File: src/rtl/ahbl_master_mux_2.sv
// Two-port AHB-Lite master multiplexer: each port parks one address phase in a
// holding register, and a round-robin (or fixed M0-first) grant issues them downstream.
module ahbl_master_mux_2 (
  input  logic        HCLK,
  input  logic        HRESETn,
  input  logic        RR,
  input  logic [31:0] M0_HADDR,
  input  logic [1:0]  M0_HTRANS,
  input  logic        M0_HWRITE,
  input  logic [2:0]  M0_HSIZE,
  input  logic [31:0] M0_HWDATA,
  output logic        M0_HREADY,
  output logic [31:0] M0_HRDATA,
  input  logic [31:0] M1_HADDR,
  input  logic [1:0]  M1_HTRANS,
  input  logic        M1_HWRITE,
  input  logic [2:0]  M1_HSIZE,
  input  logic [31:0] M1_HWDATA,
  output logic        M1_HREADY,
  output logic [31:0] M1_HRDATA,
  output logic [31:0] HADDR,
  output logic [1:0]  HTRANS,
  output logic        HWRITE,
  output logic [2:0]  HSIZE,
  output logic [31:0] HWDATA,
  input  logic        HREADY,
  input  logic [31:0] HRDATA
);

  logic [1:0]  pend, pend_d;
  logic [1:0]  dph, dph_d;
  logic [31:0] addr_q [2];
  logic [31:0] addr_d [2];
  logic [1:0]  write_q, write_d;
  logic [2:0]  size_q [2];
  logic [2:0]  size_d [2];
  logic        last_g, last_d;
  logic        hold, hold_g;
  logic        g, sel, any_pend;
  logic [1:0]  m_ready, m_req, m_hwrite;
  logic [31:0] m_haddr [2];
  logic [2:0]  m_hsize [2];

  // Only HTRANS[1] is acted on; bit 0 (SEQ vs NONSEQ, BUSY vs IDLE) is dropped.
  logic unused_htrans_lsb;
  assign unused_htrans_lsb = ^{M0_HTRANS[0], M1_HTRANS[0]};

  assign m_haddr[0] = M0_HADDR;
  assign m_haddr[1] = M1_HADDR;
  assign m_hsize[0] = M0_HSIZE;
  assign m_hsize[1] = M1_HSIZE;
  assign m_hwrite   = {M1_HWRITE, M0_HWRITE};
  assign m_req      = {M1_HTRANS[1], M0_HTRANS[1]};
  assign any_pend   = |pend;
  assign m_ready    = ~pend & (~dph | {2{HREADY}});

  // Grant is frozen while the presented transfer sits in slave wait states.
  always_comb begin
    if (hold)               g = hold_g;
    else if (pend == 2'b11) g = RR ? ~last_g : 1'b0;
    else                    g = pend[1];
  end

  // State register
  always_ff @(posedge HCLK or negedge HRESETn) begin
    if (!HRESETn) begin
      pend    <= '0;
      dph     <= '0;
      last_g  <= 1'b1;
      hold    <= 1'b0;
      hold_g  <= 1'b0;
      write_q <= '0;
      // NOTE: holding registers are reset because idle HADDR/HSIZE show them and must read zero.
      for (int i = 0; i < 2; i++) begin
        addr_q[i] <= '0;
        size_q[i] <= '0;
      end
    end else begin
      // NOTE: non-blocking assignments so every register samples pre-edge values.
      pend    <= pend_d;
      dph     <= dph_d;
      last_g  <= last_d;
      hold    <= any_pend & ~HREADY;
      hold_g  <= g;
      write_q <= write_d;
      for (int i = 0; i < 2; i++) begin
        addr_q[i] <= addr_d[i];
        size_q[i] <= size_d[i];
      end
    end
  end

  // Next-state: issue of the granted master, then per-port capture
  always_comb begin
    // NOTE: every target gets a default first so no path leaves it unassigned (no latch).
    pend_d  = pend;
    dph_d   = dph;
    last_d  = last_g;
    write_d = write_q;
    for (int i = 0; i < 2; i++) begin
      addr_d[i] = addr_q[i];
      size_d[i] = size_q[i];
    end
    if (HREADY) begin
      dph_d = '0;
      if (any_pend) begin
        pend_d[g] = 1'b0;
        dph_d[g]  = 1'b1;
        last_d    = g;
      end
    end
    for (int i = 0; i < 2; i++) begin
      if (m_ready[i] && m_req[i]) begin
        pend_d[i]  = 1'b1;
        addr_d[i]  = m_haddr[i];
        write_d[i] = m_hwrite[i];
        size_d[i]  = m_hsize[i];
      end
    end
  end

  // Outputs: SEQ bursts leave as NONSEQ singles; idle bus keeps the last winner's address.
  always_comb begin
    sel       = any_pend ? g : last_g;
    HTRANS    = any_pend ? 2'b10 : 2'b00;
    HADDR     = addr_q[sel];
    HWRITE    = write_q[sel];
    HSIZE     = size_q[sel];
    HWDATA    = dph[0] ? M0_HWDATA : (dph[1] ? M1_HWDATA : 32'h0);
    M0_HREADY = m_ready[0];
    M1_HREADY = m_ready[1];
    M0_HRDATA = HRDATA;
    M1_HRDATA = HRDATA;
  end

endmodule
File: config.mk
export PLATFORM = sky130hd
export DESIGN_NAME = ahbl_master_mux_2
export DESIGN_NICKNAME = d
export VERILOG_FILES = /design/src/rtl/ahbl_master_mux_2.sv
export SDC_FILE = /design/constraint.sdc
export NUM_CORES = 1
export LEC_CHECK = 0
export ABC_AREA = 1
export BUFFER_PORTS_ARGS = -buffer_cell sky130_fd_sc_hd__buf_4
export CORE_AREA = 2 2 121 123
export DETAILED_ROUTE_END_ITERATION = 8
export DIE_AREA = 0 0 123 125
export PLACE_DENSITY = 0.78
export REMOVE_ABC_BUFFERS = 1
export SYNTH_ARGS = -nofsm -noshare
export SYNTH_HDL_FRONTEND = slang
export SYNTH_SLANG_ARGS = --single-unit
export TNS_END_PERCENT = 1
File: constraint.sdc
create_clock -name HCLK -period 1.4 [get_ports HCLK]
set_input_delay 0.07 -clock HCLK [delete_from_list [all_inputs] [get_ports HCLK]]
set_output_delay 0.07 -clock HCLK [all_outputs]
set_load 0.005 [all_outputs]
Yosys cells after proc, flatten, opt, wreduce, memory -nomap -nowiden
Cells that the tools add are included.

storage, ports and cells
  input bits = 176
  word-level logic and storage cells = 59
  register bits = 79
  output and inout bits = 136

cells by class
  $lt $le $gt $ge = 4
  bitwise logic cells = 10
  reductions and logical operators = 10
  muxes and demuxes = 22
  eq/ne operators = 1

operators with widths
  cell                count
  $mux 32             5
  $mux 1              9
  $mux 3              3
  $mux 2              4
  $reduce_bool 2->1   4
  $not 2->2           3
  $and 2x2->2         2
  $lt 1x2->1 const B  2
  $reduce_and 2->1    2
  $logic_and 1x1->1   3
  $eq 2x2->1 const B  1
  $ge 2x2->1 const B  1
  $not 1->1           2
  $not 1->2           1
  $or 2x2->2          1
  $reduce_or 2->1     1
  $and 1x1->1         1
  $demux 1 s1         1
  $ge 1x1->1 const B  1

Longest topological paths before layout
Gate-level depths: netlist of run 1.

  word-level depth = 13
  depth in mapped cells = 9

Worst setup path after synthesis of run 1
No wires, ideal clock.

  path kind = reg2out
  start point = reg with a tool-made name
  end point = out HADDR[10]
  cell stages (with the launch flop) = 10
  slack = 0.087 ns
  arrival time = 1.243 ns
  data required time = 1.330 ns
  path buffers = 1
  cell sequence = dfstp_2 -> inv_1 -> nand2_1 -> nand2_1 -> nand2_1 -> nand3_4 -> nand2_4 -> buf_6 -> nand2_1 -> nand2_1

RTL lines
  element    RTL line  RTL
  to (decl)  21        output logic [31:0] HADDR,

==> impl_metrics.ini, run 1 <==
[outcome]
status = finished with violations
violations = negative setup slack

[logic_synthesis]
yosys_warnings = 0
syn_area_per_cell_um2 = 7.24
syn_area_mm2 = 0.00463
seq_area_frac_synth_pct = 42.8
ys_ff_latch = 79
ys_types = 20
netlist_instances = 639

[detailed_routing]
vias = 5271
met1_length_um = 7080
drtIter0Drc = 317
dr_wl_met2_um = 9090
top_layer = met5
drc_errors = 0
ant_nets = 0
vias_per_cell = 5.08
wl_met3_um = 2960
wire_per_inst_um = 18.8
firstDrtPassIters = 6
finalWirelength_um = 19500

[flow_run]
maxCapViolations = 0

[die]
num_rows = 44
dieHeight_um = 125
ios = 312
start_util_pct = 32.6
die_w_um = 123
dieArea_mm2 = 0.0154
core_area_mm2 = 0.0142

[clock_tree]
root_buffer = clkbuf_16
h-tree-depth = 3
cts_buffer_depth = 2
path_clk_slew_ps = 60
cts_buffers = 9
clock-sinks = 79
cts_tree = built
clock_latency_ps = 320
post_cts_buffers = 0

[worst_hold_path]
worstHoldStart = M0_HADDR[25]
hold_path_depth = 3
hold_path_end = addr_q[57]
hold_path.class = primary input to flop

[timing]
maxSlewViolCount = 0
fin_ws_ps = -417
fin_skew_ps = 7.06
tns_ps = -13100
fmax_mhz = 550
rsz0062_at_grt = yes
hold_viol = 0
min_period_ps = 1820
setup_viol = 38
period_share_pct = 130

[setup_path]
endpoint_kind = output pin
r2r_slack_ps = 40
crit_type = flop to output pin
critPathMaxFanout = 15
r2r_end = addr_q[32]
crit-reg2reg-launch = pend[0]
start_kind = flop
worstPathRequired_ps = 1330
r2r_cells = 5
arrival_ps = 1750

[power_and_ir_drop]
clockPowerShare_pct = 14.3
power_switching_mw = 6.06
swShare_pct = 40.9
ir_worst_vdd_mv = 1.09
pwr_density_cell_mw_per_mm2 = 2100
intPower_mw = 8.75
combPwrFrac_pct = 58.5
p_seq_share_pct = 27.2
p_leak_nw = 3.88

[place]
hpwlAfterDp_um = 13400
io_buffers = 212
postPlaceCellArea_mm2 = 0.00602
gp_congestion = 0.771

[global_route]
grt_max_degree = 80
overflow = 0
grt_pass1_vias = 5022
grt_pass1_wl_um = 28200
grtUsageTotal_pct = 24.6
grt_antenna_before_repair = 2

[layout]
stdcell_area_mm2 = 0.00707
final_layout_size_suffix_gt1_share_pct = 31.6
post-route-util_pct = 49.8
areaGrowthSynthToFinish_pct = 52.8
fillers = 1344
final_nets = 1023
==> cell usage after synthesis <==
master | n | area, um2
nand3_1 | 141 | 706
buf_6 | 6 | 67.6
nand2_1 | 293 | 1100
a21oi_1 | 2 | 10.0
o22ai_1 | 1 | 6.26
inv_2 | 2 | 7.51
clkbuf_1 | 14 | 52.6
nand2_4 | 1 | 11.3
nor2_1 | 3 | 11.3
nand2_2 | 2 | 12.5
dfrtp_1 | 78 | 1950
nand3_4 | 1 | 17.5
dfstp_2 | 1 | 26.3
buf_2 | 17 | 85.1
inv_1 | 3 | 11.3
buf_4 | 70 | 526
buf_1 | 1 | 3.75
o21ai_0 | 1 | 5.00
nor2_4 | 1 | 11.3
conb_1 | 1 | 3.75
==> area by class of cell <==
class                      instances  area [um2]  share of cell area [%]
antenna                            2        5.00                  0.0708
clock buffer                      12         246                    3.49
clock inverter                     3        20.0                   0.283
inverter                           5        18.8                   0.266
multi-input combinational        447        1930                    27.3
sequential                        79        1980                    28.0
tap                              184         230                    3.26
timing repair buffer             305        2640                    37.3
==> worst max path at each step <==
stage / start / endpoint / slack, ps / depth (start not counted)
global placement: flop / HADDR[21] / -40 / 10
detailed placement: flop / HADDR[15] / -110 / 10
floorplan: dph[0] / addr_q[32] / -2140 / 4
finish: flop / HSIZE[0] / -420 / 10
global route: flop / HADDR[17] / -520 / 10
CTS: flop / HADDR[1] / -410 / 10
==> layer usage <==
metal	vias to the layer above	track usage (%)
li1	2383	-
met3	27	14.6
met1	2465	27.8
met5	-	8.55
met4	4	4.14
met2	392	39.6
==> through the flow <==
| step | power [mW] | cells | hold WS (ps) | setup slack [ps] |
|---|---|---|---|---|
| 6_report | 14.8 | 1037 | 0.964 | -417 |
| 5_1_grt | 15.9 | 1035 | 3.80 | -518 |
| 4_1_cts | 14.6 | 1035 | 0.659 | -411 |
| 3_5_place_dp | 12.1 | 952 | 131 | -105 |
| 3_3_place_gp | 11.9 | 952 | 130 | -39.5 |
| 2_1_floorplan | 7.44 | 531 | -226 | -2140 |
==> power by group through the flow <==
stage	combinational, mW	clock (mW)	sequential [mW]
2_1_floorplan	3.45	0	3.99
3_3_place_gp	7.96	0	3.97
3_5_place_dp	8.13	0	4.01
4_1_cts	8.43	2.17	4.01
5_1_grt	9.47	2.30	4.17
6_report	8.66	2.11	4.03
==> sequential cells by signal (all words and copies together), names as in the netlist, named ones only <==
signal	flops
addr_q	64
dph	2
size_q	6
write_q	2
hold	1
pend	2
hold_g	1
==> cells by family after synthesis <==
group	synth area share, %
AOI/OAI and AO/OA	0.460
buffers and inverters	16.3
DFF	42.8
other	0.0811
and+or+nand+nor	40.4
==> cells in the final DEF, fill, tap and decap left out, types with 2 or more instances in the layout <==
cell	count
clkbuf_1	2
nand2_2	6
buf_6	8
nand2_1	289
dfrtp_1	76
diode_2	2
clkbuf_16	9
buf_12	11
nor2_1	3
inv_2	4
dfrtp_2	2
clkinvlp_4	2
a21oi_4	2
dlygate4sd3_1	68
buf_4	217
nand3_1	140
==> critical path, stage by stage, from the launching register on <==
cell and delay, ps:
dfstp_2 520, inv_2 30, nand2_1 50, nand2_1 60
nand2_2 100, nand3_4 100, nand2_4 120, buf_12 150
nand2_1 70, nand2_1 80, buf_4 120
==> repair_timing <==
| item | 4_1_cts | 5_1_grt |
|---|---|---|
| endpoints found under the setup margin | 70 | 73 |
| resized for setup | 14 | 14 |
| hold buffers | 68 | 0 |
| pin swaps | 0 | 1 |
| hold endpoints to repair | 146 | 0 |
Power figures use the tool's default switching activity.
==> run 2: changes to the inputs <==
--- a/config.mk
+++ b/config.mk
@@ -7,10 +7,10 @@
 export LEC_CHECK = 0
 export ABC_AREA = 1
 export BUFFER_PORTS_ARGS = -buffer_cell sky130_fd_sc_hd__buf_4
-export CORE_AREA = 2 2 121 123
+export CORE_AREA = 2 2 122 124
 export DETAILED_ROUTE_END_ITERATION = 8
-export DIE_AREA = 0 0 123 125
-export PLACE_DENSITY = 0.78
+export DIE_AREA = 0 0 124 126
+export PLACE_DENSITY_LB_ADDON = 0.15
 export REMOVE_ABC_BUFFERS = 1
 export SYNTH_ARGS = -nofsm -noshare
 export SYNTH_HDL_FRONTEND = slang
==> constraint.sdc (replaced) <==
create_clock -name HCLK -period 1.73 [get_ports HCLK]
set_input_delay 0.0865 -clock HCLK [delete_from_list [all_inputs] [get_ports HCLK]]
set_output_delay 0.0865 -clock HCLK [all_outputs]
set_load 0.005 [all_outputs]
==> impl_metrics.ini, run 2 (synthesis results as in run 1) <==
[outcome]
status = finished with violations
violations = negative setup slack

[clock_tree]
path_clk_slew_ps = 60
cts_tree = built
cts_buffer_depth = 2
root_buffer = clkbuf_16
cts_buffers = 9
h-tree-depth = 3
clock-sinks = 79
clock_latency_ps = 330

[worst_hold_path]
hold_path.class = primary input to flop
worstHoldStart = M1_HSIZE[2]
hold_path_depth = 3
hold_path_end = size_q[2]

[detailed_routing]
vias = 5028
wire_per_inst_um = 17.6
drc_errors = 0
finalWirelength_um = 18300
vias_per_cell = 4.83
drtIter0Drc = 236
firstDrtPassIters = 4
ant_nets = 0

[layout]
largest_reg_flops = 64
largest_register = addr_q
final_nets = 1028
reg_top3 = addr_q: 64 flops, size_q: 6 flops
final_layout_size_suffix_gt1_share_pct = 33.8
num_antenna_cells = 0
areaGrowthSynthToFinish_pct = 56.2
post-route-util_pct = 50.5
layout_common_cells = nand2_1, buf_4, nand3_1, dfrtp_1, dlygate4sd3_1
stdcell_area_mm2 = 0.00723
layout_commonest_cell = nand2_1

[power_and_ir_drop]
p_seq_share_pct = 25.4
ir_worst_vdd_mv = 0.946
p_leak_nw = 3.95
pwr_density_cell_mw_per_mm2 = 1780
power_switching_mw = 5.11
swShare_pct = 39.8
combPwrFrac_pct = 57.5
intPower_mw = 7.73
clockPowerShare_pct = 17.1

[die]
core_area_mm2 = 0.0143
ios = 312
dieHeight_um = 126
dieArea_mm2 = 0.0156
start_util_pct = 32.3
die_w_um = 124
num_rows = 44

[place]
io_buffers = 212
postPlaceCellArea_mm2 = 0.00594
gp_congestion = 0.799
hpwlAfterDp_um = 12400

[setup_path]
arrival_ps = 1800
crit_type = flop to output pin
r2r_cells = 4
critPathMaxFanout = 8
endpoint_kind = output pin
r2r_slack_ps = 400
r2r_end = addr_q[46]
worstPathRequired_ps = 1640
crit-reg2reg-launch = pend[0]
start_kind = flop

[timing]
min_period_ps = 1890
fin_ws_ps = -156
hold_viol = 0
setup_viol = 36
rsz0062_at_grt = yes
maxSlewViolCount = 0
period_share_pct = 109
fin_skew_ps = 3.34
fmax_mhz = 530
tns_ps = -3910

[global_route]
grt_max_degree = 46
overflow = 0
grt_pass1_wl_um = 26100
grtUsageTotal_pct = 22.3
grt_antenna_before_repair = 1
grt_pass1_vias = 4799

[flow_run]
maxCapViolations = 0
==> run 2: layout make-up <==
class | instances | area (um2)
tap | 184 | 230
timing repair buffer | 310 | 2670
multi-input combinational | 447 | 1980
inverter | 5 | 18.8
clock inverter | 6 | 108
clock buffer | 10 | 239
sequential | 79 | 1980
fill | 1379 | 7090
==> run 2: power by group through the flow <==
stage	Sequential, mW	Clock, mW	Combinational [mW]
after floorplan	3.23	0	2.79
after global placement	3.21	0	6.29
after detailed placement	3.25	0	6.34
after CTS	3.23	2.25	6.92
after global routing	3.36	2.31	8.17
final	3.26	2.20	7.38
==> run 2: repair_timing <==
item | CTS | global route
resized for setup | 9 | 28
setup buffers | 1 | 1
setup endpoints to repair | 36 | 37
hold buffers | 72 | 0
pin swaps | 2 | 7
endpoints found under the hold margin | 106 | 0
gates cloned | 2 | 2
==> run 2: how the worst max path moves through the flow <==
stage,startpoint,endpoint,cells past startpoint
3_3_place_gp,flop,HADDR[7],10
2_1_floorplan,dph[0],addr_q[32],4
5_1_grt,flop,HADDR[1],10
4_1_cts,flop,HADDR[13],10
3_5_place_dp,flop,HADDR[10],10
6_report,flop,HADDR[31],10
==> run 2: per-layer routing <==
metal	up-vias	GRT usage, %	wire length (um)
met5	-	7.24	91
met4	4	4.30	158
met3	19	12.5	2720
met2	302	34.8	8450
met1	2311	26.7	6920
li1	2392	-	-
==> run 2: through the flow <==
step	hold slack (ps)	power [mW]	worst slack, ps	cells
after floorplan	-209	6.02	-1810	531
after global placement	73.9	9.50	149	947
after detailed placement	80.2	9.59	146	947
after CTS	0.631	12.4	-143	1038
after global routing	1.25	13.8	-243	1041
final	7.98	12.8	-156	1041
==> run 2: critical path, stage by stage, from the launching register on <==
cell,delay [ps]
dfstp_2,530
inv_2,50
nand2_2,60
nand2_2,50
nand2_2,80
nand3_4,120
nand2_8,150
clkbuf_16,200
nand2_2,60
nand2_2,70
buf_6,90
==> run 3: changes to the inputs <==
--- a/config.mk
+++ b/config.mk
@@ -12,6 +12,7 @@
 export DIE_AREA = 0 0 124 126
 export PLACE_DENSITY_LB_ADDON = 0.15
 export REMOVE_ABC_BUFFERS = 1
+export SKIP_LAST_GASP = 1
 export SYNTH_ARGS = -nofsm -noshare
 export SYNTH_HDL_FRONTEND = slang
 export SYNTH_SLANG_ARGS = --single-unit
==> impl_metrics.ini, run 3 (synthesis results as in run 1) <==
[setup_path]
cp.depth = 10
r2r_slack_ps = 380
r2r_end = addr_q[57]
critPathMaxFanout = 8
cp_common_cell = nand2_2
endpoint_kind = output pin
crit-reg2reg-launch = pend[0]
path_buf_inv = 3
path_cells = inv_2 -> nand2_2 -> nand2_2 -> nand2_2 -> nand3_4 -> nand2_8 -> clkbuf_16 -> nand2_2 -> nand2_1 -> buf_6
max_stage_delay_ps = 530
worstPathRequired_ps = 1640
crit_type = flop to output pin
path_delay_family = simple AND/OR/NAND/NOR gates
r2r_cells = 4
crit_path_top_delay_cell = dfstp_2
crit_end = HADDR[31]
arrival_ps = 1810
start_kind = flop

[layout]
areaGrowthSynthToFinish_pct = 55.0
final_nets = 1028
reg_top3 = addr_q: 64 flops, size_q: 6 flops
largest_register = addr_q
final_layout_size_suffix_gt1_share_pct = 31.7
num_antenna_cells = 0
layout_common_cells = nand2_1, buf_4, nand3_1, dfrtp_1, dlygate4sd3_1
largest_reg_flops = 64
stdcell_area_mm2 = 0.00717
layout_commonest_cell = nand2_1
instances_no_fill = 1041

[timing]
rsz0062_at_grt = yes
fmax_mhz = 528
min_period_ps = 1890
fin_skew_ps = 3.22
hold_slack_ps = 7.39
fin_ws_ps = -163
maxSlewViolCount = 0
period_share_pct = 109
tns_ps = -4300
hold_viol = 0
setup_viol = 36

[outcome]
violations = negative setup slack
status = finished with violations

[place]
gp_congestion = 0.799
place_ws_ps = 146
dp_cells = 947
hpwlAfterDp_um = 12400
postPlaceCellArea_mm2 = 0.00594
io_buffers = 212

[power_and_ir_drop]
clockPowerShare_pct = 17.4
p_leak_nw = 3.94
ir_worst_vdd_mv = 0.944
combPwrFrac_pct = 56.9
power_switching_mw = 5.02
swShare_pct = 39.7
p_seq_share_pct = 25.7
pwr_density_cell_mw_per_mm2 = 1760
intPower_mw = 7.62

[global_route]
grtUsageTotal_pct = 22.3
grt_pass1_wl_um = 26100
grt_antenna_before_repair = 1
overflow = 0
grt_pass1_vias = 4799
grt_max_degree = 46

[detailed_routing]
drtIter0Drc = 239
wire_per_inst_um = 17.6
ant_nets = 0
vias = 5018
finalWirelength_um = 18300
vias_per_cell = 4.82
drc_errors = 0
firstDrtPassIters = 5

[clock_tree]
root_buffer = clkbuf_16
cts_tree = built
path_clk_slew_ps = 60
cts_buffer_depth = 2
clock_latency_ps = 330
clock-sinks = 79
cts_buffers = 9
h-tree-depth = 3

[die]
dieHeight_um = 126
ios = 312
start_util_pct = 32.3
die_w_um = 124
core_area_mm2 = 0.0143
num_rows = 44
dieArea_mm2 = 0.0156

[flow_run]
maxCapViolations = 0

[worst_hold_path]
hold_path.class = primary input to flop
-- run 3: changes by cell type in the layout (fill, tap and decap cells not counted) --
| cell | delta |
|---|---|
| dfrtp_1 | +2 |
| buf_4 | +3 |
| nand2_1 | +16 |
| dfrtp_2 | -2 |
| buf_8 | -1 |
| buf_6 | -2 |
| nand2_2 | -16 |
-- run 3: power by group through the flow --
stage	Clock [mW]	Combinational (mW)	Sequential, mW
floorplan	0	2.79	3.23
global placement	0	6.29	3.21
detailed placement	0	6.34	3.25
CTS	2.25	6.90	3.23
global route	2.31	7.98	3.35
finish	2.20	7.19	3.24
-- run 3: worst min path at each step --
stage / startpoint / end / slack, ps / cells after the start
2_1_floorplan: HRESETn / addr_q[0] / -210 / 0
3_3_place_gp: HRESETn / addr_q[50] / 70 / 1
3_5_place_dp: HRESETn / addr_q[50] / 80 / 1
4_1_cts: M1_HSIZE[2] / size_q[2] / 0.6 / 3
5_1_grt: M1_HSIZE[2] / size_q[2] / 1 / 3
6_report: M1_HSIZE[2] / size_q[2] / 7 / 3
-- run 3: area by class of cell --
cell class              count  area, um2
repair buffers            310       2650
fillers                  1393       7150
clock buffers              10        239
multi-input cells         447       1940
flip-flops and latches     79       1980
clock inverters             6        108
well taps                 184        230
inverters                   5       18.8
-- run 3: worst register-to-register path: stages (launching register included) --
cell and delay [ps]:
dfrtp_1 470, a21oi_4 280, buf_4 330, nand3_1 130, nand2_1 80
-- run 3: metrics by stage --
step	util, %	total power, mW
after floorplan	-	6.02
after global placement	41.5	9.50
after detailed placement	41.5	9.59
after CTS	49.5	12.4
after global routing	50.1	13.6
final	50.1	12.6
-- run 3: repair_timing --
action                                 in CTS  in global routing
hold buffers                               72                  0
resized for setup                           5                 10
cloned                                      2                  2
pin swaps                                   2                  4
setup endpoints to repair                  36                 37
endpoints found under the hold margin     106                  0
buffers inserted                            1                  1
-- run 3: layer usage --
layer / up-vias / share of wire, % / track usage [%] / wire length [um]
met2: 290 / 46 / 34.8 / 8330
met4: 4 / 1.0 / 4.30 / 184
met3: 19 / 14 / 12.5 / 2610
met5: - / 0.50 / 7.24 / 91
met1: 2313 / 39 / 26.7 / 7050
li1: 2392 / - / - / -
